--- config.mk ---
export PLATFORM = sky130hd
export DESIGN_NAME = ofdm_symbol_sync_ma
export DESIGN_NICKNAME = d
export VERILOG_FILES = /design/src/rtl/ofdm_symbol_sync_ma.sv
export SDC_FILE = /design/constraint.sdc
export NUM_CORES = 1
export LEC_CHECK = 0
export BUFFER_PORTS_ARGS = -buffer_cell sky130_fd_sc_hd__buf_4
export CAP_MARGIN = 5
export CORE_MARGIN = 4
export CORE_UTILIZATION = 50
export CTS_CLUSTER_SIZE = 8
export DETAILED_ROUTE_END_ITERATION = 12
export HOLD_SLACK_MARGIN = 0.12
export PLACE_DENSITY = 0.69
export SYNTH_ARGS = -nofsm -noshare
export SYNTH_HDL_FRONTEND = slang
export SYNTH_SLANG_ARGS = --single-unit
--- constraint.sdc ---
create_clock -name clock_clk -period 21.6 [get_ports clock_clk]
set_input_delay 2.16 -clock clock_clk [delete_from_list [all_inputs] [get_ports clock_clk]]
set_output_delay 2.16 -clock clock_clk [all_outputs]
set_load 0.005 [all_outputs]
--- src/rtl/ofdm_symbol_sync_ma.sv ---
// ofdm_symbol_sync_ma
// OFDM symbol synchroniser. It keeps a long and a short sliding-window mean of
// the sync channel (I, sign-extended). A symbol boundary is declared when
// |long mean - short mean| exceeds THRESHOLD. After that boundary it forwards a
// framed packet of SYMBOLS_PER_PKT symbols on an Avalon-ST source, then holds
// off for HOLDOFF valid samples and re-arms.
// Optional feature: define OFDM_SYNC_CP_STRIP_EN to discard CP_LEN
// cyclic-prefix samples at the start of each symbol.
module ofdm_symbol_sync_ma #(
    parameter int DATA_W          = 16,
    parameter int LONG_LOG2       = 5,
    parameter int SHORT_LOG2      = 2,
    parameter int THRESHOLD       = 100,
    parameter int SYMBOL_LEN      = 32,
    parameter int SYMBOLS_PER_PKT = 1,
    parameter int CP_LEN          = 8,
    parameter int HOLDOFF         = 16
) (
    input  logic                  clock_clk,
    input  logic                  reset_reset,
    input  logic [2*DATA_W-1:0]   asi_in0_data,
    input  logic                  asi_in0_valid,
    output logic [2*DATA_W-1:0]   aso_out0_data,
    output logic                  aso_out0_valid,
    output logic                  aso_out0_startofpacket,
    output logic                  aso_out0_endofpacket,
    output logic                  pre_sampling,
    output logic                  sample_clock_reset,
    output logic                  sync_lock,
    output logic [15:0]           symbol_index
);

    localparam int SW      = DATA_W + LONG_LOG2 + 1;
    localparam int LONG_N  = 1 << LONG_LOG2;
    localparam int SHORT_N = 1 << SHORT_LOG2;
`ifdef OFDM_SYNC_CP_STRIP_EN
    localparam int CP_EFF  = CP_LEN;
`else
    // Without CP strip the prefix length has no effect.
    localparam int CP_EFF  = 0 * CP_LEN;
`endif
    localparam int SYM_IN  = CP_EFF + SYMBOL_LEN;

    localparam logic [31:0]   FILL_LAST = 32'(LONG_N - 1);
    localparam logic [31:0]   CP_U      = 32'(CP_EFF);
    localparam logic [31:0]   SYM_LAST  = 32'(SYM_IN - 1);
    localparam logic [31:0]   HOLD_LAST = 32'(HOLDOFF - 1);
    localparam logic [15:0]   PKT_LAST  = 16'(SYMBOLS_PER_PKT - 1);
    localparam logic [SW-1:0] THR       = SW'(THRESHOLD);

    typedef enum logic [1:0] {
        ST_FILL    = 2'd0,
        ST_SEARCH  = 2'd1,
        ST_CAPTURE = 2'd2,
        ST_HOLDOFF = 2'd3
    } state_t;

    state_t state, state_nx;

    logic signed [DATA_W-1:0] dline [LONG_N];
    logic signed [SW-1:0]     lsum, ssum, lsum_nx, ssum_nx;
    logic signed [SW-1:0]     x_ext, metric, metric_abs;
    logic [31:0]              cnt, cnt_nx;
    logic [15:0]              sym, sym_nx;
    logic                     trig, fwd, sop, eop, clr;

    // Sliding-window sums and the detection metric, including the current sample
    always_comb begin
        x_ext      = SW'($signed(asi_in0_data[DATA_W-1:0]));
        lsum_nx    = lsum + x_ext - SW'(dline[LONG_N-1]);
        ssum_nx    = ssum + x_ext - SW'(dline[SHORT_N-1]);
        metric     = (lsum_nx >>> LONG_LOG2) - (ssum_nx >>> SHORT_LOG2);
        metric_abs = metric[SW-1] ? -metric : metric;
    end

    // Next-state, counter and framing decode; nothing advances on invalid cycles
    always_comb begin
        state_nx = state;
        cnt_nx   = cnt;
        sym_nx   = sym;
        trig     = 1'b0;
        fwd      = 1'b0;
        sop      = 1'b0;
        eop      = 1'b0;
        clr      = 1'b0;
        if (asi_in0_valid) begin
            case (state)
                ST_FILL: begin
                    if (cnt == FILL_LAST) begin
                        state_nx = ST_SEARCH;
                        cnt_nx   = 32'd0;
                    end else begin
                        cnt_nx = cnt + 32'd1;
                    end
                end
                ST_SEARCH: begin
                    if (metric_abs > THR) begin
                        state_nx = ST_CAPTURE;
                        trig     = 1'b1;
                        cnt_nx   = 32'd0;
                        sym_nx   = 16'd0;
                    end else begin
                        state_nx = ST_SEARCH;
                    end
                end
                ST_CAPTURE: begin
                    // cnt is the position within the current symbol, CP included
                    fwd = (cnt >= CP_U);
                    sop = fwd && (sym == 16'd0) && (cnt == CP_U);
                    if (cnt == SYM_LAST) begin
                        cnt_nx = 32'd0;
                        sym_nx = sym + 16'd1;
                        if (sym == PKT_LAST) begin
                            eop = 1'b1;
                            if (HOLDOFF == 0) begin
                                clr      = 1'b1;
                                sym_nx   = 16'd0;
                                state_nx = ST_FILL;
                            end else begin
                                state_nx = ST_HOLDOFF;
                            end
                        end else begin
                            state_nx = ST_CAPTURE;
                        end
                    end else begin
                        cnt_nx = cnt + 32'd1;
                    end
                end
                ST_HOLDOFF: begin
                    if (cnt == HOLD_LAST) begin
                        clr      = 1'b1;
                        state_nx = ST_FILL;
                        cnt_nx   = 32'd0;
                        sym_nx   = 16'd0;
                    end else begin
                        cnt_nx = cnt + 32'd1;
                    end
                end
                default: begin
                    clr      = 1'b1;
                    state_nx = ST_FILL;
                    cnt_nx   = 32'd0;
                    sym_nx   = 16'd0;
                end
            endcase
        end else begin
            state_nx = state;
        end
    end

    // State and counter registers
    always_ff @(posedge clock_clk or posedge reset_reset) begin
        if (reset_reset) begin
            state <= ST_FILL;
            cnt   <= 32'd0;
            sym   <= 16'd0;
        end else begin
            state <= state_nx;
            cnt   <= cnt_nx;
            sym   <= sym_nx;
        end
    end

    // Delay line and running sums; cleared to zero on re-arm
    always_ff @(posedge clock_clk or posedge reset_reset) begin
        if (reset_reset) begin
            lsum <= '0;
            ssum <= '0;
            for (int i = 0; i < LONG_N; i++) begin
                dline[i] <= '0;
            end
        end else if (asi_in0_valid) begin
            if (clr) begin
                lsum <= '0;
                ssum <= '0;
                for (int i = 0; i < LONG_N; i++) begin
                    dline[i] <= '0;
                end
            end else begin
                lsum     <= lsum_nx;
                ssum     <= ssum_nx;
                dline[0] <= $signed(asi_in0_data[DATA_W-1:0]);
                for (int i = 1; i < LONG_N; i++) begin
                    dline[i] <= dline[i-1];
                end
            end
        end else begin
            lsum <= lsum;
        end
    end

    // Registered stream outputs and status flags
    always_ff @(posedge clock_clk or posedge reset_reset) begin
        if (reset_reset) begin
            aso_out0_data          <= '0;
            aso_out0_valid         <= 1'b0;
            aso_out0_startofpacket <= 1'b0;
            aso_out0_endofpacket   <= 1'b0;
            pre_sampling           <= 1'b1;
            sample_clock_reset     <= 1'b0;
            sync_lock              <= 1'b0;
            symbol_index           <= 16'd0;
        end else begin
            aso_out0_valid         <= fwd;
            aso_out0_startofpacket <= sop;
            aso_out0_endofpacket   <= eop;
            sample_clock_reset     <= trig;
            sync_lock              <= (state_nx == ST_CAPTURE);
            pre_sampling           <= (state_nx != ST_CAPTURE);
            if (fwd) begin
                aso_out0_data <= asi_in0_data;
                symbol_index  <= sym;
            end else if (clr) begin
                symbol_index  <= 16'd0;
            end else begin
                symbol_index  <= symbol_index;
            end
        end
    end

endmodule

==> metrics.cfg, run 1 <==
[outcome]
status = complete, no violations

[floorplan]
die_w_um = 255
die-area_sq_um = 65000
core_sq_um = 60400
rows = 90
fp.dieH_um = 255
start_util = 0.505
design.portCount = 89

[sta]
skew_ns = 0.0379
grt_setup_unrepaired = no
finalHoldViolations = 0
slew_headroom = 0.222
period_minus_slack_ns = 8.64
finalMaxSlewViolations = 0
fmax_ghz = 0.116
period_share = 0.400
setup-tns-final_ns = 0
setup_viol = 0
tightest_slew_ns = 1.17

[cts]
clock_latency_ns = 0.65
cts_tree = yes
post-cts-setup-buffers = 0
cts_buffers = 93
cts_root_buffer = clkbuf_16
clock_sinks = 660
holdBufCountCts = 0
htree_levels = 3
post_cts_resized = 0
path_clk_slew_ns = 0.05
clk_path_buf_depth = 3

[layout]
syn2layout_area_growth_pct = 12.2
seq_area_sq_um = 16500
nets = 3285
drive_gt1_frac = 0.0810
fill_cells = 5174
insertedDiodeCount = 0
final_cell_area_sq_um = 34200
post-route-util = 0.567
multi_input_area_sq_um = 10700

[global_route]
grt.overflow.total = 0
track_usage = 0.212
grt_max_degree = 239
grt_antenna_before_repair = 1
grt_pass1_vias = 22100
grt_pass1_wl_mm = 113

[synthesis]
synth_top_area_frac = 0.541
synthTopCellsByArea = dfrtp_1 (54%), o22ai_1 (11%), inv_1 (8.5%)
synth_seq_area_share = 0.542
synth-edff-count = 0
yosysMostFrequentCell = inv_1
async_flop_share = 1.00
synth_top_flop_cell = dfrtp_1
avgSynthCellArea_sq_um = 9.84
synth_common_cells = inv_1 (690), dfrtp_1 (659), o22ai_1 (546)
synth_cell_types = 84
synth_top_cell_by_area = dfrtp_1
ys_warn_count = 0
syn-cell-area_sq_um = 30500
syn-num-nets = 3247
syn_inst = 3099
ys_seq_elements = 660

[critical_path]
end_kind = flop
crit_family = compound AO/OA/AOI/OAI gates
critPathKind = input pin to flop
required_ns = 22.14
reg2reg_depth = 26
cp_slowest_stage_delay_ns = 0.74
crit_cells = 28
cp_max_fo = 13
arrival_ns = 9.18
endpoint = sym[8]$_DFFE_PP0P_
critPathBufInv = 4
reg2reg_from = dline[4]$_DFFE_PP0P_
path_common_cell = a21o_1
reg2reg_to = sym[8]$_DFFE_PP0P_
slowest_stage = nor4_4
worst_setup_path_start_kind = input pin
ff2ff_setup_slack_ns = 14.29
critPathLaunch = asi_in0_data[4]

[routing]
vias = 22200
totalWireLength_mm = 67.7
avgRoutedWirePerCell_um = 17.2
dr.pass1.iters = 5
drt_first_iter_violations = 1955
drc = 0
vias_per_cell = 5.66
ant_nets = 0

[placed_design]
port_buffers = 88
gp_congestion = 0.896
hpwl_mm = 44.5
place_area_sq_um = 31700

[job]
cap_viol_max_count = 0

[hold_path]
hold_class = flop to flop

## cell type report
type                       instances  share of cell area
sequential                       660               0.483
multi-input combinational       1582               0.314
inverter                         691              0.0760
clock buffer                      99              0.0695
tap                              782              0.0286
timing repair buffer             109              0.0250
clock inverter                     8             0.00428
## worst min-delay path, cell delays in order, from the launching register on
cell	delay, ns
dfrtp_1	0.34
nand2_1	0.05
nand2_1	0.06
## cell families after synthesis
| kind of cell | Yosys count | share of synthesized area |
|---|---|---|
| xor gates and xnor gates | 55 | 0.0158 |
| DFF | 660 | 0.542 |
| muxes | 8 | 0.00308 |
| adders and majority gates | 113 | 0.0570 |
| and+or+nand+nor | 433 | 0.0707 |
| AOI/OAI and AO/OA | 973 | 0.205 |
| buffers and inverters | 857 | 0.106 |
## routing by layer
layer  vias up  share of wire  GRT usage
met3       131          0.045     0.0338
li1      10600              -          -
met1     11000           0.47      0.310
met5         -              0          0
met2       503           0.46      0.331
met4         0          0.027     0.0634
## stage by stage
step / cells / hold slack [ns] / setup WS (ns)
after floorplan: 3099 / 0.465 / 0.946
after global placement: 3823 / 0.458 / 12.33
after detailed placement: 3823 / 0.463 / 12.06
after CTS: 3930 / 0.475 / 12.67
after global routing: 3931 / 0.498 / 12.45
final: 3931 / 0.478 / 12.96
## cell usage in the layout, fill, tap and decap left out, types with 36 or more instances in the layout
cell | Yosys | layout
fa_1 | 43 | 43
ha_1 | 70 | 70
inv_1 | 690 | 689
clkbuf_16 | 0 | 93
dfrtp_1 | 659 | 659
nand3_1 | 41 | 41
o21ai_0 | 76 | 76
a21oi_1 | 103 | 103
a31oi_1 | 36 | 36
nand2_1 | 159 | 158
o22ai_1 | 546 | 546
buf_4 | 0 | 105
nor2_1 | 60 | 60
## flip-flops by register name, indices dropped and copies added, names as in the netlist, 16 cells and up, named ones only
signal	flops
ssum	22
dline	512
symbol_index	16
sym	16
lsum	22
aso_out0_data	32
cnt	32
## worst min path at each step
stage	startpoint	end	slack, ns	cells past startpoint
floorplan	cnt[26]$_DFFE_PP0P_	cnt[26]$_DFFE_PP0P_	0.47	1
global placement	aso_out0_data[25]$_DFFE_PP0P_	aso_out0_data[25]$_DFFE_PP0P_	0.46	2
detailed placement	aso_out0_data[25]$_DFFE_PP0P_	aso_out0_data[25]$_DFFE_PP0P_	0.46	2
CTS	aso_out0_data[25]$_DFFE_PP0P_	aso_out0_data[25]$_DFFE_PP0P_	0.48	2
global route	dline[498]$_DFFE_PP0P_	dline[482]$_DFFE_PP0P_	0.50	2
finish	aso_out0_data[25]$_DFFE_PP0P_	aso_out0_data[25]$_DFFE_PP0P_	0.48	2
Power of run 1 is left out: the tool's default activity adds up to more than one toggle a clock period on the data nets, which glitch-free logic cannot reach.
==> inputs of run 2 (changes only) <==
==> constraint.sdc (replaced) <==
create_clock -name clock_clk -period 7.9 [get_ports clock_clk]
set_input_delay 0.79 -clock clock_clk [delete_from_list [all_inputs] [get_ports clock_clk]]
set_output_delay 0.79 -clock clock_clk [all_outputs]
set_load 0.005 [all_outputs]
==> run 2 against run 1 <==
- final cell count increased by 0.36%
- worst hold slack worse by 0.17 ns
- cell area up 0.35%
- utilization is 0.20 points higher
- wire length increased by 0.86%
- via count down 0.15%
- critical endpoint is now sym[9]$_DFFE_PP0P_
- highest routed layer is now met5
==> metrics.cfg, run 2 (synthesis results as in run 1) <==
[outcome]
status = complete, no violations

[sta]
slew_headroom = 0.198  ; -0.0234
period_share = 0.902
skew_ns = 0.0206  ; -0.0173 ns
finalHoldViolations = 0  ; unchanged
period_minus_slack_ns = 7.13
hold_slack_ns = 0.313  ; -0.165 ns
setup-tns-final_ns = 0  ; unchanged
finalMaxSlewViolations = 0  ; unchanged
grt_setup_unrepaired = no
setup_viol = 0  ; unchanged
tightest_slew_ns = 1.20  ; +0.0350 ns
fmax_ghz = 0.140

[layout]
fill_cells = 5093  ; -1.6%
largest_reg_flops = 512  ; unchanged
reg.largest.list = dline (512), aso_out0_data (32), cnt (32)
drive_gt1_frac = 0.0831  ; +0.00217
final_cell_mix = inv_1 (689), dfrtp_1 (659), o22ai_1 (546)
regMostFlops = dline
multi_input_area_sq_um = 10700  ; unchanged
nets = 3295  ; +0.30%
final_common_cell = inv_1
syn2layout_area_growth_pct = 12.6
final_cells = 3945  ; +0.36%
insertedDiodeCount = 0  ; unchanged
seq_area_sq_um = 16500  ; unchanged

[cts]
clock_latency_ns = 0.63  ; -0.02 ns
cts_tree = yes
htree_levels = 3  ; unchanged
holdBufCountCts = 0  ; unchanged
clk_path_buf_depth = 3  ; unchanged
post_cts_resized = 0  ; unchanged
cts_root_buffer = clkbuf_16
path_clk_slew_ns = 0.05  ; about the same
cts_buffers = 92  ; -1.1%
clock_sinks = 660  ; unchanged
post-cts-setup-buffers = 0  ; unchanged

[critical_path]
reg2reg_depth = 26  ; unchanged
path_common_cell = a21o_1
ff2ff_setup_slack_ns = 0.77  ; -13.52 ns
reg2reg_from = dline[4]$_DFFE_PP0P_
arrival_ns = 7.62  ; -1.56 ns
required_ns = 8.39  ; -13.75 ns
cp_max_fo = 24  ; +11
end_kind = flop
reg2reg_to = sym[9]$_DFFE_PP0P_
cp_slowest_stage_delay_ns = 0.76  ; +0.02 ns
critPathKind = flop to flop
slowest_stage = a2111oi_0
worst_setup_path_start_kind = flop

[routing]
vias_per_cell = 5.63  ; -0.50%
drt_first_iter_violations = 1729  ; -12%
ant_nets = 0  ; unchanged
totalWireLength_mm = 68.3  ; +0.86%
avgRoutedWirePerCell_um = 17.3  ; +0.50%
dr.pass1.iters = 5  ; unchanged
drc = 0  ; unchanged
vias = 22200  ; -0.15%

[global_route]
grt_pass1_wl_mm = 113  ; -0.36%
grt_max_degree = 239  ; unchanged
track_usage = 0.212  ; +0.000328
grt.overflow.total = 0  ; unchanged
grt_pass1_vias = 22100  ; -0.29%
grt_antenna_before_repair = 2  ; +1

[placed_design]
port_buffers = 88  ; unchanged
hpwl_mm = 44.9  ; +0.99%
gp_congestion = 0.875  ; -2.4%
placedCellCount = 3835  ; +0.31%

[floorplan]
design.portCount = 89  ; unchanged
die-area_sq_um = 65000  ; unchanged
core_sq_um = 60400  ; unchanged
die_w_um = 255  ; unchanged
rows = 90  ; unchanged
start_util = 0.505  ; unchanged
fp.dieH_um = 255  ; unchanged

[hold_path]
hold_class = input pin to async pin

[job]
cap_viol_max_count = 0  ; unchanged

-- run 2: how the worst max path moves through the flow --
stage                               startpoint                  end  cells past startpoint
final                     dline[4]$_DFFE_PP0P_   sym[9]$_DFFE_PP0P_                     26
after floorplan                    reset_reset            async pin                      1
after detailed placement       asi_in0_data[4]   sym[9]$_DFFE_PP0P_                     28
after global routing      dline[1]$_DFFE_PP0P_  sync_lock$_DFF_PP0_                     25
after CTS                 dline[4]$_DFFE_PP0P_   sym[9]$_DFFE_PP0P_                     26
after global placement         asi_in0_data[4]  sym[12]$_DFFE_PP0P_                     27
-- run 2: routing by layer --
metal,track usage,up-vias,routed length (um)
li1,-,10700,-
met1,0.306,11000,31900
met2,0.338,422,31800
met3,0.0355,97,3210
met4,0.0594,2,1360
met5,0,-,13
-- run 2: stage by stage --
step	instance area [sq um]	setup WS, ns	utilization
finish	34300	0.772	0.569
global route	34300	0.144	0.569
CTS	34300	0.844	0.569
detailed placement	31800	0.268	0.527
global placement	31800	0.423	0.527
floorplan	30500	-1.91	-
-- run 2: critical path: cells and delay by family (launching register included) --
family	cells	cell delay (ns)
xor+xnor	2	0.38
flops	1	0.41
compound gates	17	4.17
simple gates	2	0.42
fa+ha+maj	3	1.27
buf+inv	2	0.35
-- run 2: final cells by class --
type | count | share of cell area
flip-flops and latches | 660 | 0.481
multi-input cells | 1582 | 0.313
inverters | 691 | 0.0756
clock buffers | 105 | 0.0703
repair buffers | 120 | 0.0290
well taps | 782 | 0.0285
clock inverters | 5 | 0.00273
Power of run 2 is left out for the same reason.
